### src/rtl/clock_pkg.sv
`default_nettype none
// ============================================================================
// Module  : clock_pkg
// Brief   : Shared state encodings, key masks and sizing helpers for the
//           alarm-clock control blocks.
// Revision: 1.0 - initial release
// ============================================================================
package clock_pkg;

   typedef logic [2:0] state_t;

   localparam state_t c_st_idle     = 3'd0;
   localparam state_t c_st_beep_on  = 3'd1;
   localparam state_t c_st_beep_off = 3'd2;
   localparam state_t c_st_pause    = 3'd3;
   localparam state_t c_st_snooze   = 3'd4;

   // Debounced key bit positions, shared with the status managers.
   localparam logic [3:0] c_key_mode   = 4'b0001;
   localparam logic [3:0] c_key_set    = 4'b0010;
   localparam logic [3:0] c_key_stop   = 4'b0100;
   localparam logic [3:0] c_key_snooze = 4'b1000;

   // Width of a counter that runs 0 .. n-1 (never narrower than one bit).
   function automatic int cnt_w(input int n);
      return (n < 2) ? 1 : $clog2(n);
   endfunction

   function automatic int max3(input int a, input int b, input int c);
      int m;
      m = (a > b) ? a : b;
      return (m > c) ? m : c;
   endfunction

endpackage
`default_nettype wire

### src/rtl/alarm_buzzer_ctrl_tone_gen.sv
`default_nettype none
// ============================================================================
// Module  : tone_gen
// Brief   : Registered square wave of half-period TONE_HALF; starts high on
//           restart and is held low whenever enable is low.
// Revision: 1.0 - initial release
// ============================================================================
module tone_gen
   import clock_pkg::*;
#(
   parameter int TONE_HALF = 12_500
) (
   input  logic clk,
   input  logic rst,
   input  logic enable,
   input  logic restart,
   output logic tone
);

   localparam int                 c_cnt_w     = cnt_w(TONE_HALF);
   localparam logic [c_cnt_w-1:0] c_half_last = c_cnt_w'(TONE_HALF - 1);

   logic [c_cnt_w-1:0] r_cnt;

   always_ff @(posedge clk) begin
      if (rst || !enable) begin
         r_cnt <= '0;
         tone  <= 1'b0;
      end else if (restart) begin
         r_cnt <= '0;
         tone  <= 1'b1;
      end else if (r_cnt == c_half_last) begin
         r_cnt <= '0;
         tone  <= ~tone;
      end else begin
         r_cnt <= r_cnt + 1'b1;
      end
   end

endmodule
`default_nettype wire

### src/rtl/alarm_buzzer_ctrl.sv
`default_nettype none
// ============================================================================
// Module  : alarm_buzzer_ctrl
// Brief   : Beep-beep-pause buzzer driver with stop, auto-timeout and optional
//           snooze (enabled by defining ALARM_SNOOZE_EN).
// Revision: 1.0 - initial release
// ============================================================================
module alarm_buzzer_ctrl
   import clock_pkg::*;
#(
   parameter int TONE_HALF       = 12_500,
   parameter int BEEP_ON_CYC     = 5_000_000,
   parameter int BEEP_OFF_CYC    = 5_000_000,
   parameter int PAUSE_CYC       = 25_000_000,
   parameter int BEEPS_PER_BURST = 4,
   parameter int TIMEOUT_BURSTS  = 60,
   parameter int SEC_CYC         = 50_000_000,
   parameter int SNOOZE_SEC      = 300
) (
   input  logic clk,
   input  logic rst,
   input  logic alarm_trig,
   input  logic stop_req,
   input  logic snooze_req,
   output logic buzzer,
   output logic alarm_active,
   output logic snoozing,
   output logic alarm_done
);

   localparam int c_tmr_w   = cnt_w(max3(BEEP_ON_CYC, BEEP_OFF_CYC, PAUSE_CYC));
   localparam int c_beep_w  = cnt_w(BEEPS_PER_BURST);
   localparam int c_burst_w = cnt_w(TIMEOUT_BURSTS);

   localparam logic [c_tmr_w-1:0]   c_on_last    = c_tmr_w'(BEEP_ON_CYC - 1);
   localparam logic [c_tmr_w-1:0]   c_off_last   = c_tmr_w'(BEEP_OFF_CYC - 1);
   localparam logic [c_tmr_w-1:0]   c_pause_last = c_tmr_w'(PAUSE_CYC - 1);
   localparam logic [c_beep_w-1:0]  c_beep_last  = c_beep_w'(BEEPS_PER_BURST - 1);
   localparam logic [c_burst_w-1:0] c_burst_last = c_burst_w'(TIMEOUT_BURSTS - 1);

   state_t               r_state;
   state_t               w_nxt;
   logic                 w_done;
   logic                 w_ringing;
   logic                 w_state_chg;
   logic [c_tmr_w-1:0]   r_tmr;
   logic [c_beep_w-1:0]  r_beep;
   logic [c_burst_w-1:0] r_burst;

`ifdef ALARM_SNOOZE_EN
   localparam int                 c_pre_w    = cnt_w(SEC_CYC);
   localparam int                 c_sec_w    = cnt_w(SNOOZE_SEC);
   localparam logic [c_pre_w-1:0] c_pre_last = c_pre_w'(SEC_CYC - 1);
   localparam logic [c_sec_w-1:0] c_sec_last = c_sec_w'(SNOOZE_SEC - 1);

   logic [c_pre_w-1:0] r_pre;
   logic [c_sec_w-1:0] r_sec;
`else
   localparam int c_unused_snooze_cfg = SEC_CYC + SNOOZE_SEC;
   logic          w_unused_snooze_req;
   assign w_unused_snooze_req = snooze_req;
`endif

   assign w_ringing   = (r_state == c_st_beep_on) || (r_state == c_st_beep_off) ||
                        (r_state == c_st_pause);
   assign w_state_chg = (w_nxt != r_state);

   always_comb begin
      w_nxt  = r_state;
      w_done = 1'b0;
      case (r_state)
         c_st_idle: begin
            if (alarm_trig) w_nxt = c_st_beep_on;
         end
         c_st_beep_on: begin
            if (r_tmr == c_on_last)
               w_nxt = (r_beep == c_beep_last) ? c_st_pause : c_st_beep_off;
         end
         c_st_beep_off: begin
            if (r_tmr == c_off_last) w_nxt = c_st_beep_on;
         end
         c_st_pause: begin
            if (r_tmr == c_pause_last) begin
               if (r_burst == c_burst_last) begin
                  w_nxt  = c_st_idle;
                  w_done = 1'b1;
               end else begin
                  w_nxt = c_st_beep_on;
               end
            end
         end
`ifdef ALARM_SNOOZE_EN
         c_st_snooze: begin
            if (stop_req)
               w_nxt = c_st_idle;
            else if ((r_pre == c_pre_last) && (r_sec == c_sec_last))
               w_nxt = c_st_beep_on;
         end
`endif
         default: w_nxt = c_st_idle;
      endcase

      // Key requests override the pattern timers; stop wins over snooze.
      if (w_ringing) begin
         if (stop_req) begin
            w_nxt  = c_st_idle;
            w_done = 1'b1;
         end
`ifdef ALARM_SNOOZE_EN
         else if (snooze_req) begin
            w_nxt  = c_st_snooze;
            w_done = 1'b0;
         end
`endif
      end
   end

   always_ff @(posedge clk) begin
      if (rst) begin
         r_state      <= c_st_idle;
         r_tmr        <= '0;
         r_beep       <= '0;
         r_burst      <= '0;
         alarm_active <= 1'b0;
         snoozing     <= 1'b0;
         alarm_done   <= 1'b0;
`ifdef ALARM_SNOOZE_EN
         r_pre        <= '0;
         r_sec        <= '0;
`endif
      end else begin
         r_state      <= w_nxt;
         alarm_active <= (w_nxt != c_st_idle);
         alarm_done   <= w_done;

         if (w_state_chg || !w_ringing)
            r_tmr <= '0;
         else
            r_tmr <= r_tmr + 1'b1;

         // Beep index survives BEEP_OFF; every other entry to BEEP_ON starts a new burst.
         if (w_state_chg && (w_nxt == c_st_beep_on) && (r_state != c_st_beep_off))
            r_beep <= '0;
         else if ((r_state == c_st_beep_on) && (w_nxt == c_st_beep_off))
            r_beep <= r_beep + 1'b1;

         if ((w_nxt == c_st_beep_on) && !w_ringing)
            r_burst <= '0;
         else if ((r_state == c_st_pause) && (w_nxt == c_st_beep_on))
            r_burst <= r_burst + 1'b1;

`ifdef ALARM_SNOOZE_EN
         snoozing <= (w_nxt == c_st_snooze);
         if (w_state_chg || (w_nxt != c_st_snooze)) begin
            r_pre <= '0;
            r_sec <= '0;
         end else if (r_pre == c_pre_last) begin
            r_pre <= '0;
            r_sec <= r_sec + 1'b1;
         end else begin
            r_pre <= r_pre + 1'b1;
         end
`else
         snoozing <= 1'b0;
`endif
      end
   end

   tone_gen #(
      .TONE_HALF (TONE_HALF)
   ) u_tone_gen (
      .clk     (clk),
      .rst     (rst),
      .enable  (w_nxt == c_st_beep_on),
      .restart (r_state != c_st_beep_on),
      .tone    (buzzer)
   );

endmodule
`default_nettype wire

### config.mk
export PLATFORM = sky130hd
export DESIGN_NAME = alarm_buzzer_ctrl
export DESIGN_NICKNAME = d
export VERILOG_FILES = /design/src/rtl/clock_pkg.sv /design/src/rtl/alarm_buzzer_ctrl_tone_gen.sv /design/src/rtl/alarm_buzzer_ctrl.sv
export SDC_FILE = /design/constraint.sdc
export NUM_CORES = 1
export LEC_CHECK = 0
export CAP_MARGIN = 20
export CORE_MARGIN = 5
export CORE_UTILIZATION = 40
export CTS_CLUSTER_DIAMETER = 50
export DETAILED_ROUTE_END_ITERATION = 7
export PLACE_DENSITY = 0.67
export SLEW_MARGIN = 20
export SYNTH_ARGS = -nofsm -noshare
export SYNTH_HDL_FRONTEND = slang
export SYNTH_SLANG_ARGS = --single-unit
### constraint.sdc
create_clock -name clk -period 2.2 [get_ports clk]
set_input_delay 0.22 -clock clk [delete_from_list [all_inputs] [get_ports clk]]
set_output_delay 0.22 -clock clk [all_outputs]
set_load 0.01 [all_outputs]
# Yosys cells after proc, flatten, opt, wreduce, memory -nomap -nowiden

Index checks and enable logic that the tools add are counted.

Add/sub/neg operators: 4
Eq/ne operators: 13
Muxes and demuxes: 16
Bitwise operators: 1
Reductions and logical operators: 18

Operator list:

| cell                    | number |
|---|---|
| $add A25 B1 Y25 const B | 1 |
| $eq A25 B23 Y1 const B  | 1 |
| $eq A25 B25 Y1 const B  | 1 |
| $mux W3                 | 6 |
| $add A14 B1 Y14 const B | 1 |
| $eq A14 B14 Y1 const B  | 1 |
| $pmux W3 S4             | 1 |
| $eq A3 B2 Y1 const B    | 3 |
| $mux W1                 | 9 |
| $add A6 B1 Y6 const B   | 1 |
| $eq A3 B1 Y1 const B    | 2 |
| $eq A6 B6 Y1 const B    | 1 |
| $reduce_or A2 Y1        | 3 |
| $logic_and A1 B1 Y1     | 5 |
| $logic_or A1 B1 Y1      | 4 |
| $logic_not A3 Y1        | 1 |
| $ne A3 B1 Y1 const B    | 1 |
| $ne A3 B2 Y1 const B    | 1 |
| $ne A3 B3 Y1            | 1 |
| $reduce_bool A3 Y1      | 1 |
| $reduce_or A3 Y1        | 1 |
| $add A2 B1 Y2 const B   | 1 |
| $eq A2 B2 Y1 const B    | 1 |
| $logic_not A1 Y1        | 2 |
| 2 further kinds         | 2 |

Bits in registers: 53
Input port bits: 5
Output and inout bits: 4

# Longest topological paths before layout

Gate-level depths: netlist (run 1).

Word-level depth: 10
Mapped depth: 9
Depth with buffers taken out: 7

# By module

Synthesis (run 1) repeated with hierarchy kept, for this count alone.

Cells, all modules: 307
Area total of the unflattened synthesis: 2844.0 µm²

Modules (own cells, without submodules):

| module            | instances | cells an instance | area each (µm²) | sequential area each (µm²) |
|---|---|---|---|---|
| alarm_buzzer_ctrl | 1         | 232               | 2147.1          | 760.7 |
| tone_gen          | 1         | 75                | 696.9           | 300.3 |

# Worst setup path after synthesis (run 1)

OpenSTA, ideal clock, no wires.

Kind: reg-to-reg
Start point: register r_tmr[23]
End point: register r_tmr[17]
Library setup time: 130 ps
Data arrival time: 2218 ps
Data required time: 2070 ps
Setup slack: -148 ps
Stages on the path, launching flop included: 8
Path buffers: 1
Period minus slack after synthesis: 2348 ps
Cells stage by stage: dfxtp_1 > or4b_4 > or4_4 > o22ai_1 > nor3_1 > mux2i_2 > buf_6 > nor3_1

Longest elaborated chain between the ends: 8

Ends and longest elaborated chain:

| what                                                    | RTL line                                                                  | text |
|---|---|---|
| start: declaration                                      | alarm_buzzer_ctrl.sv:46                                                   | `logic [c_tmr_w-1:0] r_tmr;` |
| start signal: assignment                                | alarm_buzzer_ctrl.sv:139                                                  | `r_tmr <= r_tmr + 1'b1;` |
| $eq A25 B25 Y1 / $eq A25 B23 Y1 (equally long branches) | alarm_buzzer_ctrl.sv:83, alarm_buzzer_ctrl.sv:76, alarm_buzzer_ctrl.sv:80 |  |
| $mux W3 (on tied branches)                              | alarm_buzzer_ctrl.sv:83, alarm_buzzer_ctrl.sv:76, alarm_buzzer_ctrl.sv:80 |  |
| $pmux W3 S4 *                                           | alarm_buzzer_ctrl.sv:71                                                   | `case (r_state)` |
| $mux W3                                                 | alarm_buzzer_ctrl.sv:105                                                  | `if (stop_req) begin` |
| $mux W3 *                                               | alarm_buzzer_ctrl.sv:104                                                  | `if (w_ringing) begin` |
| $ne A3 B3 Y1 *                                          | alarm_buzzer_ctrl.sv:66                                                   | `assign w_state_chg = (w_nxt != r_state);` |
| $logic_or A1 B1 Y1 *                                    | alarm_buzzer_ctrl.sv:136                                                  | `if (w_state_chg \|\| !w_ringing)` |
| $reduce_or A2 Y1 (no source line) *                     | n/a                                                                       |  |

Every way passes the cells marked *; elsewhere a longest branch is shown, timed or not.
A chain may end at the register's enable or synchronous reset.

# Worst setup path after layout (run 1)

Start point: register r_tmr[15]
End point: register r_beep[1]

Longest elaborated chain between the ends: 9

Ends and longest elaborated chain:

| what                                                    | RTL line                                                                  | text |
|---|---|---|
| $eq A25 B25 Y1 / $eq A25 B23 Y1 (equally long branches) | alarm_buzzer_ctrl.sv:83, alarm_buzzer_ctrl.sv:76, alarm_buzzer_ctrl.sv:80 |  |
| $mux W3 (on tied branches)                              | alarm_buzzer_ctrl.sv:83, alarm_buzzer_ctrl.sv:76, alarm_buzzer_ctrl.sv:80 |  |
| $pmux W3 S4 *                                           | alarm_buzzer_ctrl.sv:71                                                   |  |
| $mux W3                                                 | alarm_buzzer_ctrl.sv:105                                                  |  |
| $mux W3 *                                               | alarm_buzzer_ctrl.sv:104                                                  |  |
| $ne A3 B3 Y1 / $eq A3 B1 Y1 (equally long branches)     | alarm_buzzer_ctrl.sv:66, alarm_buzzer_ctrl.sv:142                         |  |
| $logic_and A1 B1 Y1 (2 in a row)                        | alarm_buzzer_ctrl.sv:142                                                  | `if (w_state_chg && (w_nxt == c_st_beep_on) && (r_state != c_st_beep_off))` |
| $reduce_or A2 Y1 (no source line)                       | n/a                                                                       |  |
| end signal: assignment                                  | alarm_buzzer_ctrl.sv:145                                                  | `r_beep <= r_beep + 1'b1;` |
| end: declaration                                        | alarm_buzzer_ctrl.sv:47                                                   | `logic [c_beep_w-1:0] r_beep;` |

Marked as above.

==> flow_metrics.py, run 1 <==
metrics = {
    "outcome": {
        "outcome": "complete, but fails checks",
        "violations": "negative setup slack",
    },
    "sta": {
        "setup_viol": 43,
        "fmax_mhz": 421,
        "finalHoldViolations": 0,
        "slew_violations": 0,
        "period_needed_ns": 2.37,
        "worst_pin_slew_ns": 0.687,
        "slew_headroom": 0.539,
        "timing.final.ws_setup_ns": -0.173,
        "fin_crit_sh": 1.08,
        "grt_setup_unrepaired": "true",
        "fin_skew_ns": 0.00517,
    },
    "floorplan": {
        "rows": 29,
        "die_h_um": 90.4,
        "die_w_um": 90.4,
        "die_area_sq_mm": 0.00818,
        "initial_core_util": 0.410,
        "num_io_pins": 9,
        "core_area_sq_mm": 0.00631,
    },
    "clock_network": {
        "clock-sinks": 53,
        "cts_tree": "built",
        "cts_buffers": 5,
        "root_buffer": "clkbuf_8",
        "path_clk_slew_ns": 0.10,
        "clock_path_buffers": 2,
        "insertion_delay_ns": 0.31,
        "cts_hold_buffers": 0,
        "htree_levels": 2,
    },
    "global_route": {
        "met1_usage": 0.185,
        "grt_pass1_wl_um": 9430,
        "top_usage_layer": "met2",
        "grt_usage": 0.138,
        "met2_usage": 0.214,
        "grt_overflow": 0,
        "grt_pass1_vias": 2092,
        "grt_util_met3": 0.0408,
        "antenna_found_initial": 0,
        "grt_start_max_net_pins": 26,
    },
    "yosys": {
        "ys_top_cells_by_count": "dfxtp_1, nor2_1, nor3_1",
        "yosys_warnings": 0,
        "syn_avg_cell_area_sq_um": 8.57,
        "synth_cell_types": 48,
        "synth_top_cell_by_area": "dfxtp_1",
        "yosys_most_used_dff": "dfxtp_1",
        "syn-cell-area_sq_mm": 0.00259,
        "synth.most_common_cell": "dfxtp_1",
        "synth_top_cell_area_share": 0.410,
        "synthArstFlopShare": 0,
        "synth_edf_count": 0,
        "synth_seq_area_share": 0.410,
        "synth_area_leaders": "dfxtp_1, xnor2_1, xor2_1",
        "syn_inst": 302,
        "synth_seq_cells": 53,
    },
    "final_layout": {
        "n_antenna_cell": 0,
        "syn2layout_area_growth_pct": 26.0,
        "final-seq-area_sq_mm": 0.00106,
        "multi_input_area_sq_mm": 0.00160,
        "instances_no_fill": 426,
        "fill_cells": 607,
        "final_util": 0.517,
        "drive_gt1_frac": 0.258,
        "finalNetCount": 357,
    },
    "worst_setup_path": {
        "worstSetupStartpointType": "flop",
        "crit_fanout": 5,
        "worstSetupEndpointType": "flop",
        "cpPeakStageDelay_ns": 0.57,
        "critPathKind": "reg2reg",
        "required_ns": 2.45,
        "cp.arrival_ns": 2.63,
        "path_cells": "or4b_4, or4_4, nor2_2, o211ai_1, or4b_1, a21oi_2",
        "cp_slowest_cell": "or4_4",
    },
    "placement": {
        "dp_hpwl_um": 3870,
        "io_buffer_count": 6,
        "place_congestion": 0.886,
        "dp_cells": 414,
    },
    "pwr": {
        "switching_power_w": 0.000380,
        "comb_power_share": 0.042,
        "powerDensity_mw_per_mm2": 489,
        "pwr-share-clk": 0.351,
        "p_leak_nw": 1.06,
        "seq_power_share": 0.606,
        "internal-power_w": 0.00121,
        "vdd_drop_max_uv": 393,
        "sw_frac_of_total": 0.238,
    },
    "route": {
        "totalWireLength_um": 5620,
        "drc": 0,
        "via_count": 2235,
        "viasPerCell": 5.25,
        "postRouteAntennaNets": 0,
        "wl_per_cell_um": 13.2,
        "dr.pass1.iters": 4,
        "drtIter0Drc": 97,
    },
    "hold_path": {
        "hold_path.class": "reg2reg",
    },
    "flow_run": {
        "cap_violations": 0,
    },
}
[sequential cells by signal, summed over array words and instances (netlist names)]
name	count
u_tone_gen.r_cnt	14
r_burst	6
r_state	3
alarm_active	1
u_tone_gen.tone	1
r_tmr	25
r_beep	2
alarm_done	1
[metal layers]
| metal | up-vias | wire length (um) |
|---|---|---|
| li1 | 1161 | - |
| met1 | 1042 | 2870 |
| met2 | 26 | 2580 |
| met3 | 6 | 118 |
| met4 | 0 | 48 |
| met5 | - | 0 |
[path summary, 6_finish.rpt]
path / start / to / slack [ns] / depth (start not counted)
setup / recovery: r_tmr[15] / r_beep[1] / -0.17 / 6
hold / removal: u_tone_gen.r_cnt[0] / u_tone_gen.r_cnt[0] / 0.47 / 1
setup reg to reg: r_tmr[15] / r_beep[1] / -0.17 / 6
hold reg to reg: u_tone_gen.r_cnt[0] / u_tone_gen.r_cnt[0] / 0.47 / 1
[per-stage QoR]
stage                     area [sq um]  hold slack [ns]  setup WS (ns)  TNS [ns]  power (W)
after global routing              3260            0.504         -0.244     -9.14    0.00166
after detailed placement          3030            0.453         -0.163     -5.33    0.00105
after CTS                         3130            0.478         -0.160     -6.23    0.00161
final                             3260            0.472         -0.173     -4.62    0.00159
after floorplan                   2640            0.404         -0.113     -2.32    0.00102
after global placement            3030            0.444         -0.154     -4.81    0.00105
[power groups by stage]
stage                     Combinational [W]  Clock (W)  Sequential, W
after floorplan                   0.0000330          0       0.000986
after global placement            0.0000561          0       0.000989
after detailed placement          0.0000566          0       0.000989
after CTS                         0.0000582   0.000586       0.000967
after global routing              0.0000733   0.000620       0.000968
final                             0.0000671   0.000560       0.000967
[cells in the final DEF (no fill, tap or decap), types with 6 or more instances in the layout]
cell type,Yosys,final
dfxtp_1,53,50
xnor2_1,20,20
inv_1,6,6
buf_4,1,38
nor2_1,37,28
clkdlybuf4s50_1,0,6
o21ai_0,8,7
xor2_1,18,18
nand2_1,28,27
nand3_1,12,12
and3_1,6,6
nor2_2,0,9
a21oi_1,10,6
nand4_1,9,9
nor3_1,31,26
[logic make-up after synthesis]
| family | after synthesis | share of synthesized area |
|---|---|---|
| flip-flops | 53 | 0.410 |
| AO/OA/AOI/OAI | 29 | 0.0696 |
| XOR/XNOR | 38 | 0.129 |
| buffers and inverters | 16 | 0.0314 |
| adder cells (fa/ha/maj) | 4 | 0.0193 |
| multiplexers | 1 | 0.00532 |
| AND/OR/NAND/NOR | 160 | 0.334 |
| other | 1 | 0.00145 |
[timing repair]
action | 4_1_cts | 5_1_grt
cloned | 0 | 1
setup buffers | 0 | 3
setup endpoints to repair | 48 | 48
pin swaps | 7 | 16
resized for setup | 6 | 23
[final cells by class]
class | instances | area share
Sequential cell | 53 | 0.326
Timing Repair Buffer | 47 | 0.119
Multi-Input combinational cell | 235 | 0.490
Inverter | 6 | 0.00690
Clock buffer | 5 | 0.0211
Clock inverter | 3 | 0.00690
Tap cell | 77 | 0.0295
[critical path, delay by kind of cell, from the launching register on]
kind            cells  cell delay, ns
compound gates      2            0.24
flops               1            0.33
simple gates        4            1.73
Note: power is estimated with default switching activity, not from simulation.
==> run 2, diff against run 1 <==
PLACE_DENSITY = 0.65   (was 0.67)
SKIP_CTS_REPAIR_TIMING = 1   (was not set)
clock period = 2.8 ns   (was 2.2 ns; I/O delays follow)
==> run 2 against run 1 <==
The flow now finishes without violations. Power decreased by 21%. Combinational power shrank 46%. Wire length is 14% lower. Non-clock buffer count shrank 38. Largest power group unchanged. Highest routed layer unchanged.
==> flow_metrics.py, run 2 (synthesized netlist as in run 1, its figures left out) <==
metrics = {
    "outcome": {
        "outcome": "completed",
    },
    "placement": {
        "place_congestion": 0.789,
        "io_buffer_count": 6,
        "dp_hpwl_um": 3420,
    },
    "route": {
        "viasPerCell": 5.24,
        "drc": 0,
        "via_count": 2029,
        "drtIter0Drc": 90,
        "totalWireLength_um": 4810,
        "postRouteAntennaNets": 0,
        "dr.pass1.iters": 4,
        "wl_per_cell_um": 12.4,
    },
    "clock_network": {
        "cts_buffers": 5,
        "path_clk_slew_ns": 0.11,
        "clock_path_buffers": 2,
        "htree_levels": 2,
        "cts_tree": "built",
        "insertion_delay_ns": 0.32,
        "clock-sinks": 53,
        "root_buffer": "clkbuf_8",
    },
    "final_layout": {
        "final-seq-area_sq_mm": 0.00106,
        "finalNetCount": 318,
        "largest_reg_flops": 25,
        "multi_input_area_sq_mm": 0.00145,
        "fill_cells": 654,
        "regMostFlops": "r_tmr",
        "layout_commonest_cell": "dfxtp_1",
        "n_antenna_cell": 0,
        "reg_top3": "r_tmr x25, u_tone_gen.r_cnt x14, r_burst x6",
        "drive_gt1_frac": 0.0645,
        "syn2layout_area_growth_pct": 9.04,
        "layout_common_cells": "dfxtp_1, nor2_1, nor3_1, nand2_1, xnor2_1",
    },
    "worst_setup_path": {
        "path_cells": "or4b_4, nor4_2, a21oi_1, or2_1, or4b_1, a21oi_1",
        "cp_slowest_cell": "or4b_4",
        "critPathTopFamily": "simple AND/OR/NAND/NOR gates",
        "r2r-end": "r_beep[1]",
        "rr_worst_depth": 6,
        "crit_fanout": 7,
        "worst-path-stages": 6,
        "r2r_slack_ns": 0.30,
        "required_ns": 3.06,
        "crit_start": "r_tmr[23]",
        "worstSetupEndpointType": "flop",
        "cpPeakStageDelay_ns": 0.55,
        "cp.buffers_inverters": 0,
        "cp.arrival_ns": 2.75,
        "crit_top_cell": "a21oi_1",
        "endpoint": "r_beep[1]",
        "r2r_start": "r_tmr[23]",
        "critPathKind": "reg2reg",
        "worstSetupStartpointType": "flop",
    },
    "sta": {
        "tns_ns": 0,
        "period_needed_ns": 2.50,
        "fmax_mhz": 400,
        "slew_headroom": 0.501,
        "fin_crit_sh": 0.892,
        "worst_pin_slew_ns": 0.740,
        "setup_viol": 0,
        "fin_skew_ns": 0.0107,
        "grt_setup_unrepaired": "false",
        "finalHoldViolations": 0,
        "hold_slack_ns": 0.473,
        "slew_violations": 0,
    },
    "global_route": {
        "grt_usage": 0.125,
        "grt_pass1_wl_um": 8670,
        "grt_pass1_vias": 1872,
        "grt_start_max_net_pins": 26,
        "grt_overflow": 0,
        "antenna_found_initial": 0,
    },
    "floorplan": {
        "num_io_pins": 9,
        "die_w_um": 90.4,
        "rows": 29,
        "core_area_sq_mm": 0.00631,
        "initial_core_util": 0.410,
        "die_area_sq_mm": 0.00818,
        "die_h_um": 90.4,
    },
    "pwr": {
        "p_leak_nw": 0.842,
        "vdd_drop_max_uv": 243,
        "powerDensity_mw_per_mm2": 448,
    },
    "hold_path": {
        "hold_path.class": "reg2reg",
    },
    "flow_run": {
        "cap_violations": 0,
    },
}
run 2: worst reg2reg max path: cells and delay by family, from the launching register on:
kind / cells / cell delay [ns]
DFF: 1 / 0.35
and+or+nand+nor: 4 / 1.75
AOI/OAI and AO/OA: 2 / 0.35
run 2: layer usage:
layer,vias up,track usage,part of all wire
met2,13,0.199,0.46
met5,-,0,0
met4,0,0.0409,0.014
met1,933,0.167,0.51
met3,7,0.0283,0.022
li1,1076,-,-
run 2: layout make-up:
| type | instances | area share |
|---|---|---|
| clock buffers | 5 | 0.0244 |
| clock inverters | 3 | 0.0102 |
| inverters | 6 | 0.00798 |
| multi-input cells | 234 | 0.514 |
| flip-flops and latches | 53 | 0.376 |
| well taps | 77 | 0.0341 |
| repair buffers | 9 | 0.0337 |
run 2: report_power, final:
group          switching (W)  leakage, nW  internal, W
registers         0.00000419        0.427     0.000756
logic              0.0000221        0.364    0.0000140
clock network       0.000281       0.0506     0.000188
total               0.000307        0.842     0.000958
run 2: worst min path at each step:
stage	startpoint	endpoint	cells after the start	slack, ns
final	u_tone_gen.r_cnt[0]	u_tone_gen.r_cnt[0]	1	0.47
after global routing	r_tmr[0]	r_tmr[0]	1	0.51
after CTS	u_tone_gen.r_cnt[0]	u_tone_gen.r_cnt[0]	1	0.48
after detailed placement	u_tone_gen.r_cnt[0]	u_tone_gen.r_cnt[0]	1	0.45
after global placement	u_tone_gen.r_cnt[0]	u_tone_gen.r_cnt[0]	1	0.45
after floorplan	u_tone_gen.r_cnt[0]	u_tone_gen.r_cnt[0]	1	0.43
run 2: per-stage QoR:
stage | utilization | std cells | instance area, sq um | total power, W | worst slack (ns)
final | 0.447 | 387 | 2820 | 0.00126 | 0.301
after global routing | 0.447 | 387 | 2820 | 0.00132 | 0.188
after CTS | 0.447 | 387 | 2820 | 0.00128 | 0.278
after detailed placement | 0.432 | 379 | 2730 | 0.000813 | 0.293
after global placement | 0.432 | 379 | 2730 | 0.000814 | 0.309
after floorplan | - | 303 | 2590 | 0.000799 | 0.452
